**src/rtl/music_view_pkg.sv**
```systemverilog
// Shared constants, types and helpers for the paged note viewer.
package music_view_pkg;

  localparam int unsigned NUM_SLOTS = 4;
  localparam int unsigned NUM_DIGITS = 8;

  localparam int unsigned NOTE_REST = 0;
  localparam int unsigned NOTE_MAX  = 35;
  localparam int unsigned DEGREES   = 7;

  // Seven-segment patterns: bit0=a .. bit6=g, bit7=dp, active-high.
  localparam logic [7:0] SEG_BLANK = 8'h00;
  localparam logic [7:0] SEG_DASH  = 8'h40;
  localparam logic [7:0] SEG_DIGIT [0:9] = '{
    8'h3F, 8'h06, 8'h5B, 8'h4F, 8'h66,
    8'h6D, 8'h7D, 8'h07, 8'h7F, 8'h6F
  };

  // Degree and octave digit patterns for one track slot.
  typedef struct packed {
    logic [7:0] deg;
    logic [7:0] oct;
  } slot_seg_t;

  // Number of 4-track pages needed for n tracks.
  function automatic int unsigned ceil_div4(input int unsigned n);
    return (n + 3) / 4;
  endfunction

endpackage

```
**src/rtl/music_note_seg.sv**
```systemverilog
// Combinational note code to {degree, octave} seven-segment converter.
module music_note_seg
  import music_view_pkg::*;
#(
  parameter int unsigned NOTE_W = 6
) (
  input  logic [NOTE_W-1:0] note,
  output slot_seg_t         segs_c
);

  logic [7:0] n8;
  logic [7:0] idx;
  logic [3:0] deg_i;
  logic [3:0] oct_i;

  // Rest blanks, out-of-range shows dashes, otherwise degree 1-7 / octave 0-4.
  always_comb begin
    segs_c.deg = SEG_BLANK;
    segs_c.oct = SEG_BLANK;
    n8    = 8'(note);
    idx   = n8 - 8'd1;
    deg_i = 4'(idx % 8'(DEGREES)) + 4'd1;
    oct_i = 4'(idx / 8'(DEGREES));
    if (n8 == 8'(NOTE_REST)) begin
      segs_c.deg = SEG_BLANK;
      segs_c.oct = SEG_BLANK;
    end else if (n8 > 8'(NOTE_MAX)) begin
      segs_c.deg = SEG_DASH;
      segs_c.oct = SEG_DASH;
    end else begin
      segs_c.deg = SEG_DIGIT[deg_i];
      segs_c.oct = SEG_DIGIT[oct_i];
    end
  end

endmodule

```
**src/rtl/music_view_pager.sv**
```systemverilog
// Paged NUM_TRACKS note viewer for the EGO1 8-digit tube and 16 LEDs.
// Optional page-indicator decimal point: MUSIC_VIEW_PAGE_DP_EN.
module music_view_pager
  import music_view_pkg::*;
#(
  parameter int unsigned NUM_TRACKS = 6,
  parameter int unsigned NOTE_W     = 6,
  parameter int unsigned SCAN_DIV   = 100000,
  parameter int unsigned PAGE_DIV   = 200000000,
  parameter int unsigned FLASH_CYC  = 10000000
) (
  input  logic                         EGO1_Clock,
  input  logic                         reset,
  input  logic [NUM_TRACKS*NOTE_W-1:0] tracks,
  input  logic                         page_hold,
  output logic [7:0]                   EGO1_DigitalTubes_Enable,
  output logic [15:0]                  EGO1_DigitalTube,
  output logic [15:0]                  EGO1_Lights
);

  localparam int unsigned NUM_PAGES = ceil_div4(NUM_TRACKS);
  localparam int unsigned PAGE_W    = (NUM_PAGES > 1) ? $clog2(NUM_PAGES) : 1;
  localparam int unsigned SCAN_TW   = $clog2(SCAN_DIV);
  localparam int unsigned PAGE_TW   = $clog2(PAGE_DIV);
  localparam int unsigned FLASH_W   = $clog2(FLASH_CYC + 1);

  logic [NOTE_W-1:0]  note_q      [NUM_TRACKS];
  logic [NOTE_W-1:0]  note_d      [NUM_TRACKS];
  logic [NOTE_W-1:0]  note_prev_q [NUM_TRACKS];
  logic [NOTE_W-1:0]  note_prev_d [NUM_TRACKS];
  logic [FLASH_W-1:0] flash_q     [NUM_TRACKS];
  logic [FLASH_W-1:0] flash_d     [NUM_TRACKS];

  logic [SCAN_TW-1:0] scan_tmr_q, scan_tmr_d;
  logic [1:0]         scan_pos_q, scan_pos_d;
  logic [PAGE_TW-1:0] page_tmr_q, page_tmr_d;
  logic [PAGE_W-1:0]  page_q, page_d;

  logic [7:0]  en_q, en_d;
  logic [15:0] seg_q, seg_d;
  logic [15:0] lights_q, lights_d;

  logic [NOTE_W-1:0] slot_note_c [NUM_SLOTS];
  logic              slot_lit_c  [NUM_SLOTS];
  slot_seg_t         slot_segs_c [NUM_SLOTS];
  logic [7:0]        digit_c     [NUM_DIGITS];

  // Timers, page rotation, input capture and per-track blink counters.
  always_comb begin
    scan_tmr_d  = scan_tmr_q + SCAN_TW'(1);
    scan_pos_d  = scan_pos_q;
    page_tmr_d  = page_tmr_q;
    page_d      = page_q;
    note_prev_d = note_q;
    if (scan_tmr_q == SCAN_TW'(SCAN_DIV - 1)) begin
      scan_tmr_d = '0;
      scan_pos_d = scan_pos_q + 2'd1;
    end
    if (!page_hold) begin
      page_tmr_d = page_tmr_q + PAGE_TW'(1);
      if (page_tmr_q == PAGE_TW'(PAGE_DIV - 1)) begin
        page_tmr_d = '0;
        if (NUM_PAGES > 1) begin
          page_d = (page_q == PAGE_W'(NUM_PAGES - 1)) ? '0 : page_q + PAGE_W'(1);
        end
      end
    end
    for (int k = 0; k < int'(NUM_TRACKS); k++) begin
      note_d[k] = tracks[k*NOTE_W +: NOTE_W];
      if (note_q[k] != note_prev_q[k]) begin
        flash_d[k] = FLASH_W'(FLASH_CYC);
      end else if (flash_q[k] != '0) begin
        flash_d[k] = flash_q[k] - FLASH_W'(1);
      end else begin
        flash_d[k] = '0;
      end
    end
  end

  // Map each slot of the current page onto its track; absent tracks read as rests.
  always_comb begin
    for (int s = 0; s < int'(NUM_SLOTS); s++) begin
      slot_note_c[s] = '0;
      slot_lit_c[s]  = 1'b0;
      for (int k = 0; k < int'(NUM_TRACKS); k++) begin
        if (5'(k) == 5'(page_q) * 5'd4 + 5'(s)) begin
          slot_note_c[s] = note_q[k];
          slot_lit_c[s]  = (note_q[k] != NOTE_W'(NOTE_REST)) && (flash_q[k] == '0);
        end
      end
    end
  end

  for (genvar s = 0; s < int'(NUM_SLOTS); s++) begin : g_slot
    music_note_seg #(.NOTE_W(NOTE_W)) u_note_seg (
      .note   (slot_note_c[s]),
      .segs_c (slot_segs_c[s])
    );
  end

  // Lay slot patterns onto the eight digits and pick the scanned pair.
  always_comb begin
    for (int s = 0; s < int'(NUM_SLOTS); s++) begin
      digit_c[2*s]     = slot_segs_c[s].deg;
      digit_c[2*s + 1] = slot_segs_c[s].oct;
    end
    en_d  = 8'(8'h11 << scan_pos_q);
    seg_d = {digit_c[{1'b0, scan_pos_q}], digit_c[{1'b1, scan_pos_q}]};
`ifdef MUSIC_VIEW_PAGE_DP_EN
    if (3'(page_q) == {1'b0, scan_pos_q}) seg_d[15] = 1'b1;
    if (3'(page_q) == {1'b1, scan_pos_q}) seg_d[7]  = 1'b1;
`endif
    lights_d = '0;
    for (int s = 0; s < int'(NUM_SLOTS); s++) begin
      lights_d[4*s +: 4] = {4{slot_lit_c[s]}};
    end
  end

  // State and output registers with synchronous reset.
  always_ff @(posedge EGO1_Clock) begin
    if (reset) begin
      scan_tmr_q <= '0;
      scan_pos_q <= '0;
      page_tmr_q <= '0;
      page_q     <= '0;
      en_q       <= '0;
      seg_q      <= '0;
      lights_q   <= '0;
      for (int k = 0; k < int'(NUM_TRACKS); k++) begin
        note_q[k]      <= '0;
        note_prev_q[k] <= '0;
        flash_q[k]     <= '0;
      end
    end else begin
      scan_tmr_q  <= scan_tmr_d;
      scan_pos_q  <= scan_pos_d;
      page_tmr_q  <= page_tmr_d;
      page_q      <= page_d;
      en_q        <= en_d;
      seg_q       <= seg_d;
      lights_q    <= lights_d;
      note_q      <= note_d;
      note_prev_q <= note_prev_d;
      flash_q     <= flash_d;
    end
  end

  assign EGO1_DigitalTubes_Enable = en_q;
  assign EGO1_DigitalTube         = seg_q;
  assign EGO1_Lights              = lights_q;

endmodule

```
**config.mk**
```make
export PLATFORM = sky130hd
export DESIGN_NAME = music_view_pager
export DESIGN_NICKNAME = d
export VERILOG_FILES = /design/src/rtl/music_view_pkg.sv /design/src/rtl/music_note_seg.sv /design/src/rtl/music_view_pager.sv
export SDC_FILE = /design/constraint.sdc
export NUM_CORES = 1
export LEC_CHECK = 0
export ABC_AREA = 0
export CORE_AREA = 5 5 238 240
export DETAILED_ROUTE_END_ITERATION = 6
export DIE_AREA = 0 0 243 245
export PLACE_DENSITY = 0.5
export SYNTH_ARGS = -nofsm -noshare
export SYNTH_HDL_FRONTEND = slang
export SYNTH_HIERARCHICAL = 1
export SYNTH_SLANG_ARGS = --single-unit
```
**constraint.sdc**
```tcl
create_clock -name EGO1_Clock -period 10.9 [get_ports EGO1_Clock]
set_input_delay 1.635 -clock EGO1_Clock [delete_from_list [all_inputs] [get_ports EGO1_Clock]]
set_output_delay 1.635 -clock EGO1_Clock [all_outputs]
set_load 0.01 [all_outputs]
```
==> results of run 1 <==
sequential cells by signal, indices dropped and copies added (netlist names):
register,count
EGO1_DigitalTubes_Enable,4
scan_tmr_q,17
EGO1_DigitalTube,16
scan_pos_q,2
EGO1_Lights,4
flash_q,144
note_prev_d,36
page_tmr_q,28
note_prev_q,36
page_q,1
Yosys cell counts, types with 22 or more instances:
master | instances | area share, %
a21oi_1 | 126 | 3.4
a22oi_1 | 38 | 1.5
a31oi_1 | 22 | 0.74
buf_2 | 30 | 0.80
buf_4 | 33 | 1.3
clkbuf_1 | 56 | 1.1
dfxtp_1 | 288 | 31
ha_1 | 62 | 4.1
inv_1 | 73 | 1.5
nand2_1 | 162 | 3.2
nand2b_1 | 26 | 0.87
nand3_1 | 55 | 1.5
nand4_1 | 31 | 1.0
nor2_1 | 278 | 5.6
nor2b_1 | 106 | 3.5
nor3_1 | 84 | 2.2
nor4_1 | 46 | 1.5
o21ai_0 | 44 | 1.2
or3_1 | 32 | 1.1
or4_1 | 23 | 0.92
xnor2_1 | 129 | 6.0
xor2_1 | 77 | 3.6
cell type report:
type | instances | share of cell area (%)
Clock inverter | 16 | 1.02
Timing Repair Buffer | 91 | 4.16
Multi-Input combinational cell | 1792 | 56.8
Inverter | 78 | 1.39
Tap cell | 704 | 4.19
Sequential cell | 288 | 27.4
Clock buffer | 48 | 4.99
worst reg2reg max path, delay by kind of cell (launching register included):
kind            cells  cell delay [ns]
compound gates     10             2.48
xor+xnor            2             0.64
fa+ha+maj           4             1.39
buf+inv             5             0.75
flops               1             0.48
mux                 2             0.80
simple gates        7             1.57
cell families after synthesis:
kind of cell    Yosys count  synth area share, %
other cells               4               0.0802
mux                      38                 2.44
compound gates          472                 18.5
flops                   288                 30.8
xor+xnor                210                 9.99
simple gates           1001                 28.5
buf+inv                 216                 5.45
fa+ha+maj                63                 4.21
power groups by stage:
| stage | Sequential, mW | Clock [mW] | Combinational, mW |
|---|---|---|---|
| floorplan | 1.18 | 0 | 0.928 |
| global placement | 1.18 | 0 | 1.17 |
| detailed placement | 1.19 | 0 | 1.17 |
| CTS | 1.16 | 1.32 | 1.18 |
| global route | 1.17 | 1.37 | 1.31 |
| finish | 1.16 | 1.27 | 1.18 |
worst max path at each step:
| stage | cells past startpoint | slack, ns | to |
|---|---|---|---|
| 2_1_floorplan | 35 | 3.12 | EGO1_DigitalTube[11]$_SDFF_PP0_ |
| 3_3_place_gp | 30 | 2.97 | EGO1_DigitalTube[14]$_SDFF_PP0_ |
| 3_5_place_dp | 29 | 2.79 | EGO1_DigitalTube[11]$_SDFF_PP0_ |
| 4_1_cts | 29 | 2.74 | EGO1_DigitalTube[11]$_SDFF_PP0_ |
| 5_1_grt | 29 | 1.88 | EGO1_DigitalTube[14]$_SDFF_PP0_ |
| 6_report | 30 | 2.70 | EGO1_DigitalTube[11]$_SDFF_PP0_ |
per-layer routing:
layer,vias to the layer above,GRT usage [%]
met1,7494,19.6
met4,6,3.94
li1,8123,-
met3,71,2.97
met5,-,0
met2,265,25.2
==> key figures, run 1 <==
Run status
  – Status: completed

Routing
  – Wirelength, routed: ~46,000 um
  – Vias/cell: 5.29
  – DRC: 0
  – Vias: 16,000
  – Routed wire length on met3: around 2000 um
  – Final ANT Viol Nets: 0
  – Routed len/inst: ~15 um
  – 1st-iter DRT viols: 890
  – TritonRoute pass-1 iters: 5
  – Metal2 WL: between 20,000 and 25,000 um
  – Wire length on met1: between 20,000 and 25,000 um
  – Uppermost layer routed: met5

Global routing
  – Largest net degree at the start of global routing: between 70 and 80
  – Vias in the first global route: 15,400
  – Global-route wire length before repair: slightly below 80,000 um
  – Initial antenna violation count: 3
  – GRT overflow: 0
  – GRT Total Usage: 14.9%

Layout
  – Commonest non-fill, non-tap cell in the layout: dfxtp_1
  – Area of the multi-input gates: ~0.012 sq mm
  – Finished Cell Area: 0.0210 sq mm
  – Fill count: roughly 5,500
  – Net count, final: ~2,400
  – # diodes: 0
  – Fin cells: 3,017
  – Final core occ: between 30% and 40%
  – Layout area overhead: 12.4%
  – Storage element area: between 0.005 and 0.006 sq mm
  – Most frequent cells in the layout: 288 x dfxtp_1, 278 x nor2_1, 162 x nand2_1
  – Layout cells sized above 1: 9.30%

CTS
  – CTS Hold Buffers Added: 0
  – CTS Sinks: approximately 290
  – Clock Path Buffers: 3
  – Num CTS Buffers: 37
  – CTS tree: yes
  – # Post-CTS Setup Buffers: 0
  – CTS H-tree lvls: 2
  – Clk Latency, worst-skew pair: 0.57 ns
  – Root buffer cell: clkbuf_16
  – Cts repair resizes: 0
  – Clk pin slew, worst setup/hold paths: 0.06 ns

Worst hold path
  – WHS Path Cells: 1
  – Worst Min Path Start: flash_q[48]$_SDFF_PP0_
  – Min-delay worst type: reg2reg
  – Worst Hold End: flash_q[48]$_SDFF_PP0_

Power
  – Seq pwr share: approximately a third
  – Pwr dens: 172 mW/mm^2
  – P_leak: slightly below 8 nW
  – Clk pwr share: 35.1%
  – Psw: 1.22 mW
  – Maximum VDD drop: 0.0988 mV
  – Gate power share: between 30% and 40%
  – Pint: roughly 2.4 mW
  – Net Sw Frac: between 30% and 40%
  – Final Total Pwr: ~3.6 mW

Placed design
  – Dpl ws: ~2.8 ns
  – Gp weighted congestion: about 0.85
  – Port bufs: 78
  – Area after DPL: 0.0198 sq mm
  – Final HPWL DP: around 33,000 um
  – DP Cell Count: about 3,000

Logic synthesis
  – Sequential fraction of the synthesis area: 30.8%
  – FF+latch count, synth: between 200 and 300
  – Cell Area, Synth: about 0.019 sq mm
  – EDFF count, synth: 0
  – Yosys cell types: roughly 120
  – Top FF cell, synth: dfxtp_1
  – Syn avg cell area: a little over 8 sq um
  – Syn. warnings: 6
  – Post-Synthesis Cells: ~2,300
  – Async SR Flop Fraction: 0%

Floorplanning
  – DIE HEIGHT: about 250 um
  – Die area: 0.0595 sq mm
  – Starting Density: 34.4%
  – Die Wd: about 240 um
  – Number of I/O pins: approximately 80
  – Row count: 86
  – Total core area: roughly 0.054 sq mm

STA
  – Final setup violation count: 0
  – Relative slew slack: 15.9%
  – Setup TNS: 0 ns
  – Count of final hold-check violations: 0
  – Slew Viols, Final: 0
  – Final Skew: 0.0364 ns
  – Crit path time final: between 8 and 9 ns
  – RSZ-0062 raised after global routing: no
  – Fmax: about 0.12 GHz
  – Min Hold Slack: ~0.43 ns
  – Worst setup margin: roughly 2.7 ns
  – Worst Tran Pin Value: 1.26 ns
  – Period utilisation layout: 75.3%

Critical path
  – Data required time of the worst path: approximately 11 ns
  – Crit-path max cell delay: 0.54 ns
  – CP top delay family: compound AO/OA/AOI/OAI gates
  – CP bufs+invs: 5
  – Crit path kind: reg2reg
  – Reg2reg start: page_q$_SDFFE_PP0P_
  – Slowest-stage cell, CP: o21ai_0
  – Worst-path fanout max: 16
  – Crit path from: page_q$_SDFFE_PP0P_
  – R2r setup slk: 2.70 ns
  – Startpoint Class: flop
  – Top cell by count, worst path: inv_1
  – Arr. time, crit path: 8.65 ns
  – Critical R2R Capture: EGO1_DigitalTube[11]$_SDFF_PP0_
  – Worst R2R Path Depth: 30
  – Element type at the critical path end: flop

Flow run
  – Max cap viols: 0
Note: power is estimated with default switching activity, not from simulation.
==> inputs of run 2 (changes only) <==
==> constraint.sdc (replaced) <==
create_clock -name EGO1_Clock -period 7.76 [get_ports EGO1_Clock]
set_input_delay 1.164 -clock EGO1_Clock [delete_from_list [all_inputs] [get_ports EGO1_Clock]]
set_output_delay 1.164 -clock EGO1_Clock [all_outputs]
set_load 0.01 [all_outputs]
==> run 2 against run 1 <==
Clock-buffer cell count is 6 higher. Clock skew is 0.0058 ns lower. Total power is 40% higher. Register-to-register slack got worse by 2.1 ns. Wire length rose by 3.6%. Critical endpoint is now EGO1_DigitalTube[6]$_SDFF_PP0_.
==> key figures, run 2 (synthesized netlist as in run 1, its figures left out) <==
Run status
  – Status: completed

Global routing
  – GRT overflow: 0
  – Global-route wire length before repair: about 78,000 um
  – Vias in the first global route: between 15,000 and 20,000
  – Initial antenna violation count: 0
  – Largest net degree at the start of global routing: 68
  – GRT Total Usage: around 15%

Critical path
  – Worst R2R Path Depth: 29
  – Crit path kind: reg2reg
  – Data required time of the worst path: between 8 and 9 ns
  – Arr. time, crit path: 7.62 ns
  – R2r setup slk: 0.60 ns
  – Startpoint Class: flop
  – Reg2reg start: note_prev_d[12]$_SDFF_PP0_
  – Critical R2R Capture: EGO1_DigitalTube[6]$_SDFF_PP0_
  – Slowest-stage cell, CP: or4bb_1
  – Worst-path fanout max: 13
  – Crit-path max cell delay: around 0.52 ns
  – Top cell by count, worst path: ha_1
  – Element type at the critical path end: flop

STA
  – Min Hold Slack: ~0.43 ns
  – Slew Viols, Final: 0
  – Count of final hold-check violations: 0
  – Final setup violation count: 0
  – Final Skew: 0.0306 ns
  – Crit path time final: 7.16 ns
  – Worst Tran Pin Value: 1.27 ns
  – Relative slew slack: approximately 15%
  – RSZ-0062 raised after global routing: no
  – Period utilisation layout: between 90 and 100%
  – Fmax: around 0.14 GHz
  – Setup TNS: 0 ns

Layout
  – Most frequent cells in the layout: 287 x dfxtp_1, 278 x nor2_1, 162 x nand2_1
  – Net count, final: 2,411
  – Commonest non-fill, non-tap cell in the layout: dfxtp_1
  – # diodes: 0
  – Layout cells sized above 1: between 10% and 20%
  – Max reg flops: ~140
  – Fin cells: around 3,000
  – Largest register by flop count: flash_q
  – Layout area overhead: 13.3%

Power
  – Maximum VDD drop: ~0.15 mV
  – P_leak: roughly 8 nW
  – Pwr dens: around 240 mW/mm^2
  – Final Total Pwr: a little over 5 mW

CTS
  – CTS tree: yes
  – CTS Hold Buffers Added: 0
  – CTS Sinks: around 290
  – Clk pin slew, worst setup/hold paths: 0.06 ns
  – Clk Latency, worst-skew pair: 0.56 ns
  – CTS H-tree lvls: 2
  – Root buffer cell: clkbuf_16
  – Num CTS Buffers: 38
  – # Post-CTS Setup Buffers: 0
  – Clock Path Buffers: 3

Routing
  – DRC: 0
  – Routed len/inst: roughly 16 um
  – Vias/cell: about 5.3
  – Final ANT Viol Nets: 0
  – TritonRoute pass-1 iters: 6
  – 1st-iter DRT viols: slightly below 1,000
  – Wirelength, routed: around 47,000 um
  – Vias: about 16,000

Placed design
  – Gp weighted congestion: 0.865
  – Port bufs: a little under 80
  – Final HPWL DP: between 30,000 and 40,000 um
  – DP Cell Count: slightly below 3,000

Floorplanning
  – Row count: 86
  – Die area: 0.0595 sq mm
  – Number of I/O pins: 79
  – DIE HEIGHT: 245 um
  – Die Wd: 243 um
  – Starting Density: about a third
  – Total core area: between 0.05 and 0.06 sq mm

Worst hold path
  – Min-delay worst type: reg2reg
  – Worst Hold End: flash_q[48]$_SDFF_PP0_
  – WHS Path Cells: 1
  – Worst Min Path Start: flash_q[48]$_SDFF_PP0_

Flow run
  – Max cap viols: 0
-- run 2: cell count changes in the layout (fill, tap and decap cells not counted), moves of 2 or more --
cell,before,now
clkinv_2,7,5
buf_4,14,35
clkbuf_8,6,8
bufinv_16,4,2
clkbuf_1,4,8
-- run 2: worst max-delay path by stage --
stage	slack (ns)	to	from
global placement	0.51	EGO1_DigitalTube[14]$_SDFF_PP0_	page_q$_SDFFE_PP0P_
CTS	0.27	EGO1_DigitalTube[11]$_SDFF_PP0_	page_q$_SDFFE_PP0P_
global route	0.09	EGO1_DigitalTube[6]$_SDFF_PP0_	note_prev_d[12]$_SDFF_PP0_
detailed placement	0.30	EGO1_DigitalTube[14]$_SDFF_PP0_	page_q$_SDFFE_PP0P_
finish	0.60	EGO1_DigitalTube[6]$_SDFF_PP0_	note_prev_d[12]$_SDFF_PP0_
floorplan	0.12	EGO1_DigitalTube[11]$_SDFF_PP0_	page_q$_SDFFE_PP0P_
-- run 2: worst max-delay path: cells and delay by family (launching register included) --
family | cells | cell delay [ns]
compound gates | 10 | 2.21
fa+ha+maj | 4 | 1.07
buf+inv | 3 | 0.51
flops | 1 | 0.39
mux | 2 | 0.70
simple gates | 10 | 2.16
-- run 2: power breakdown --
group | switching [mW] | total, mW | internal [mW]
Combinational | 0.973 | 1.69 | 0.718
Sequential | 0.0712 | 1.64 | 1.57
Clock | 0.695 | 1.75 | 1.05
Total | 1.74 | 5.08 | 3.34
-- run 2: through the flow --
stage                     setup WS [ns]  instance area [sq um]  utilization (%)
after detailed placement          0.303                  19900             36.6
after CTS                         0.273                  21200             38.9
after floorplan                   0.116                  18700                -
after global placement            0.509                  19900             36.6
after global routing             0.0891                  21200             38.9
final                             0.598                  21200             38.9
-- run 2: final cells by class --
type	count	area [sq um]
fill	5557	33300
clock buffer	54	1090
timing repair buffer	112	1030
tap	704	881
clock inverter	14	161
sequential	288	5770
inverter	78	293
multi-input combinational	1792	12000
-- run 2: layer usage --
metal	up-vias	global-route usage [%]	wire length, um
met1	7597	20.8	22800
met4	0	4.51	1130
met2	319	25.2	21700
li1	8153	-	-
met3	71	2.38	1910
met5	-	0	0
-- run 2: repair_timing --
action                                  in CTS  in global routing
gates resized for setup                      0                  5
endpoints found under the setup margin       0                  9
endpoints found under the hold margin        0                  0
==> inputs of run 3 (changes only) <==
--- a/config.mk
+++ b/config.mk
@@ -9,7 +9,7 @@
 export CORE_AREA = 5 5 238 240
 export DETAILED_ROUTE_END_ITERATION = 6
 export DIE_AREA = 0 0 243 245
-export PLACE_DENSITY = 0.5
+export PLACE_DENSITY = 0.52
 export SYNTH_ARGS = -nofsm -noshare
 export SYNTH_HDL_FRONTEND = slang
 export SYNTH_HIERARCHICAL = 1
==> constraint.sdc (replaced) <==
create_clock -name EGO1_Clock -period 6.21 [get_ports EGO1_Clock]
set_input_delay 0.9315 -clock EGO1_Clock [delete_from_list [all_inputs] [get_ports EGO1_Clock]]
set_output_delay 0.9315 -clock EGO1_Clock [all_outputs]
set_load 0.01 [all_outputs]
==> run 3 against run 2 <==
Worst hold slack got worse by 0.0022 ns. Via count rose by 0.46%. Cell count grew 1.1%. Register-to-register slack got worse by 0.30 ns. Non-clock buffer count rose by 42. Die area did not move. Sequential power increased by 25%. Sequential cell count unchanged. First-iteration DRC count is 14% lower.
==> key figures, run 3 (synthesized netlist as in run 1, its figures left out) <==
Layout
  – Area of the multi-input gates: between 0.01 and 0.015 sq mm
  – Most frequent cells in the layout: 288 x dfxtp_1, 277 x nor2_1, 162 x nand2_1
  – Layout area overhead: 16.2%
  – Layout cells sized above 1: 12.9%
  – Final core occ: 39.9%
  – Finished Cell Area: 0.0217 sq mm
  – Net count, final: ~2,500
  – Fill count: 5,629
  – Storage element area: around 0.0058 sq mm
  – Commonest non-fill, non-tap cell in the layout: dfxtp_1
  – # diodes: 0
  – Largest register by flop count: flash_q
  – Max reg flops: roughly 140

Critical path
  – Worst R2R Path Depth: 29
  – Reg2reg start: page_q$_SDFFE_PP0P_
  – Slowest-stage cell, CP: or4bb_1
  – Critical R2R Capture: EGO1_DigitalTube[0]$_SDFF_PP0_
  – Worst-path fanout max: 20
  – R2r setup slk: slightly below 0.3 ns
  – Startpoint Class: flop
  – Crit-path max cell delay: approximately 0.49 ns
  – Arr. time, crit path: 6.39 ns
  – Data required time of the worst path: 6.69 ns
  – Element type at the critical path end: flop
  – Crit path kind: reg2reg
  – Top cell by count, worst path: ha_4

STA
  – Crit path time final: roughly 5.9 ns
  – RSZ-0062 raised after global routing: yes
  – Final Skew: 0.0211 ns
  – Final setup violation count: 0
  – Period utilisation layout: between 90% and 100%
  – Slew Viols, Final: 0
  – Worst Tran Pin Value: between 1 and 1.5 ns
  – Count of final hold-check violations: 0
  – Fmax: 0.169 GHz
  – Worst setup margin: between 0.2 and 0.3 ns
  – Relative slew slack: between 20% and 30%

Floorplanning
  – DIE HEIGHT: roughly 250 um
  – Row count: 86
  – Number of I/O pins: 79
  – Total core area: ~0.054 sq mm
  – Die Wd: roughly 240 um
  – Die area: slightly below 0.06 sq mm
  – Starting Density: roughly a third

Global routing
  – GRT overflow: 0
  – Busiest grt layer: met2
  – Largest net degree at the start of global routing: 58
  – Initial antenna violation count: 1
  – GRT met1 Usage: between 20% and 30%
  – Vias in the first global route: about 16,000
  – GRT Total Usage: 15.4%
  – Global-route wire length before repair: approximately 80,000 um
  – Met3 Use GR: 1.95%
  – M2 GR Usage: a little over a quarter

Worst hold path
  – WHS Path Cells: 1
  – Worst Hold End: flash_q[48]$_SDFF_PP0_
  – Worst Min Path Start: flash_q[48]$_SDFF_PP0_
  – Min-delay worst type: reg2reg

CTS
  – CTS H-tree lvls: 2
  – CTS Sinks: 288
  – Clk Latency, worst-skew pair: 0.54 ns
  – Clock Path Buffers: 3
  – Clk pin slew, worst setup/hold paths: around 0.05 ns
  – Num CTS Buffers: 35
  – CTS tree: yes
  – Root buffer cell: clkbuf_16

Routing
  – Final ANT Viol Nets: 0
  – Wirelength, routed: around 47,000 um
  – TritonRoute pass-1 iters: 5
  – DRC: 0
  – Vias/cell: approximately 5.3
  – Vias: between 15,000 and 20,000
  – Routed len/inst: 15.4 um
  – 1st-iter DRT viols: 836

Power
  – Pwr dens: between 200 and 300 mW/mm^2
  – Pint: between 4 and 5 mW
  – Seq pwr share: between 30% and 40%
  – P_leak: approximately 8 nW
  – Clk pwr share: 32.1%
  – Gate power share: a little over a third
  – Net Sw Frac: approximately a third
  – Maximum VDD drop: approximately 0.16 mV
  – Psw: ~2.2 mW

Placed design
  – Final HPWL DP: ~35,000 um
  – Area after DPL: slightly above 0.02 sq mm
  – Port bufs: slightly below 80
  – Gp weighted congestion: roughly 0.84
  – Dpl ws: around 0.016 ns

Run status
  – Status: completed

Flow run
  – Max cap viols: 0
## run 3: cell count changes in the layout (fill, tap and decap cells not counted), moves of 4 or more
cell,previous run,this run
ha_1,61,53
buf_4,35,74
ha_4,0,8
xnor2_1,129,125
inv_1,73,66
## run 3: per-stage QoR
step	TNS [ns]	total power, mW	hold slack, ns	instances
after floorplan	-0.0140	3.80	0.406	2296
after global placement	0	4.29	0.415	3007
after detailed placement	0	4.31	0.422	3007
after CTS	0	6.43	0.431	3066
after global routing	-0.0360	6.82	0.458	3075
final	0	6.40	0.430	3075
## run 3: layout make-up
| class | count | share of cell area (%) |
|---|---|---|
| Clock buffer | 49 | 4.64 |
| Clock inverter | 10 | 0.673 |
| Inverter | 78 | 1.43 |
| Multi-Input combinational cell | 1792 | 56.3 |
| Sequential cell | 288 | 26.5 |
| Tap cell | 704 | 4.05 |
| Timing Repair Buffer | 154 | 6.38 |
## run 3: layer usage
metal,vias up,share of wire (%)
met5,-,0
met4,0,1.8
met3,51,3.0
met2,243,47
met1,7672,48
li1,8249,-
## run 3: worst max-delay path, delay by kind of cell, from the launching register on
family	cells	cell delay, ns
buf+inv	4	0.56
mux	1	0.33
simple gates	10	1.93
fa+ha+maj	4	0.74
flops	1	0.33
compound gates	10	1.91
## run 3: power groups by stage
stage / clock network [mW] / logic, mW / registers [mW]
2_1_floorplan: 0 / 1.72 / 2.07
3_3_place_gp: 0 / 2.20 / 2.09
3_5_place_dp: 0 / 2.22 / 2.09
4_1_cts: 2.14 / 2.24 / 2.05
5_1_grt: 2.21 / 2.54 / 2.06
6_report: 2.06 / 2.30 / 2.05
## run 3: how the worst max path moves through the flow
stage	start	end	slack, ns
6_report	page_q$_SDFFE_PP0P_	EGO1_DigitalTube[0]$_SDFF_PP0_	0.30
5_1_grt	page_q$_SDFFE_PP0P_	EGO1_DigitalTube[14]$_SDFF_PP0_	-0.02
4_1_cts	page_q$_SDFFE_PP0P_	EGO1_DigitalTube[6]$_SDFF_PP0_	0.04
3_5_place_dp	page_q$_SDFFE_PP0P_	EGO1_DigitalTube[14]$_SDFF_PP0_	0.02
3_3_place_gp	page_q$_SDFFE_PP0P_	EGO1_DigitalTube[14]$_SDFF_PP0_	0.12
2_1_floorplan	page_q$_SDFFE_PP0P_	EGO1_DigitalTube[11]$_SDFF_PP0_	-0.01
## run 3: what timing repair did
| item | 4_1_cts | 5_1_grt |
|---|---|---|
| hold buffers | 0 | 0 |
| gates resized for setup | 1 | 16 |
| buffers inserted | 0 | 9 |
| gates cloned | 0 | 0 |
| pin swaps | 0 | 11 |
| endpoints found under the setup margin | 1 | 12 |
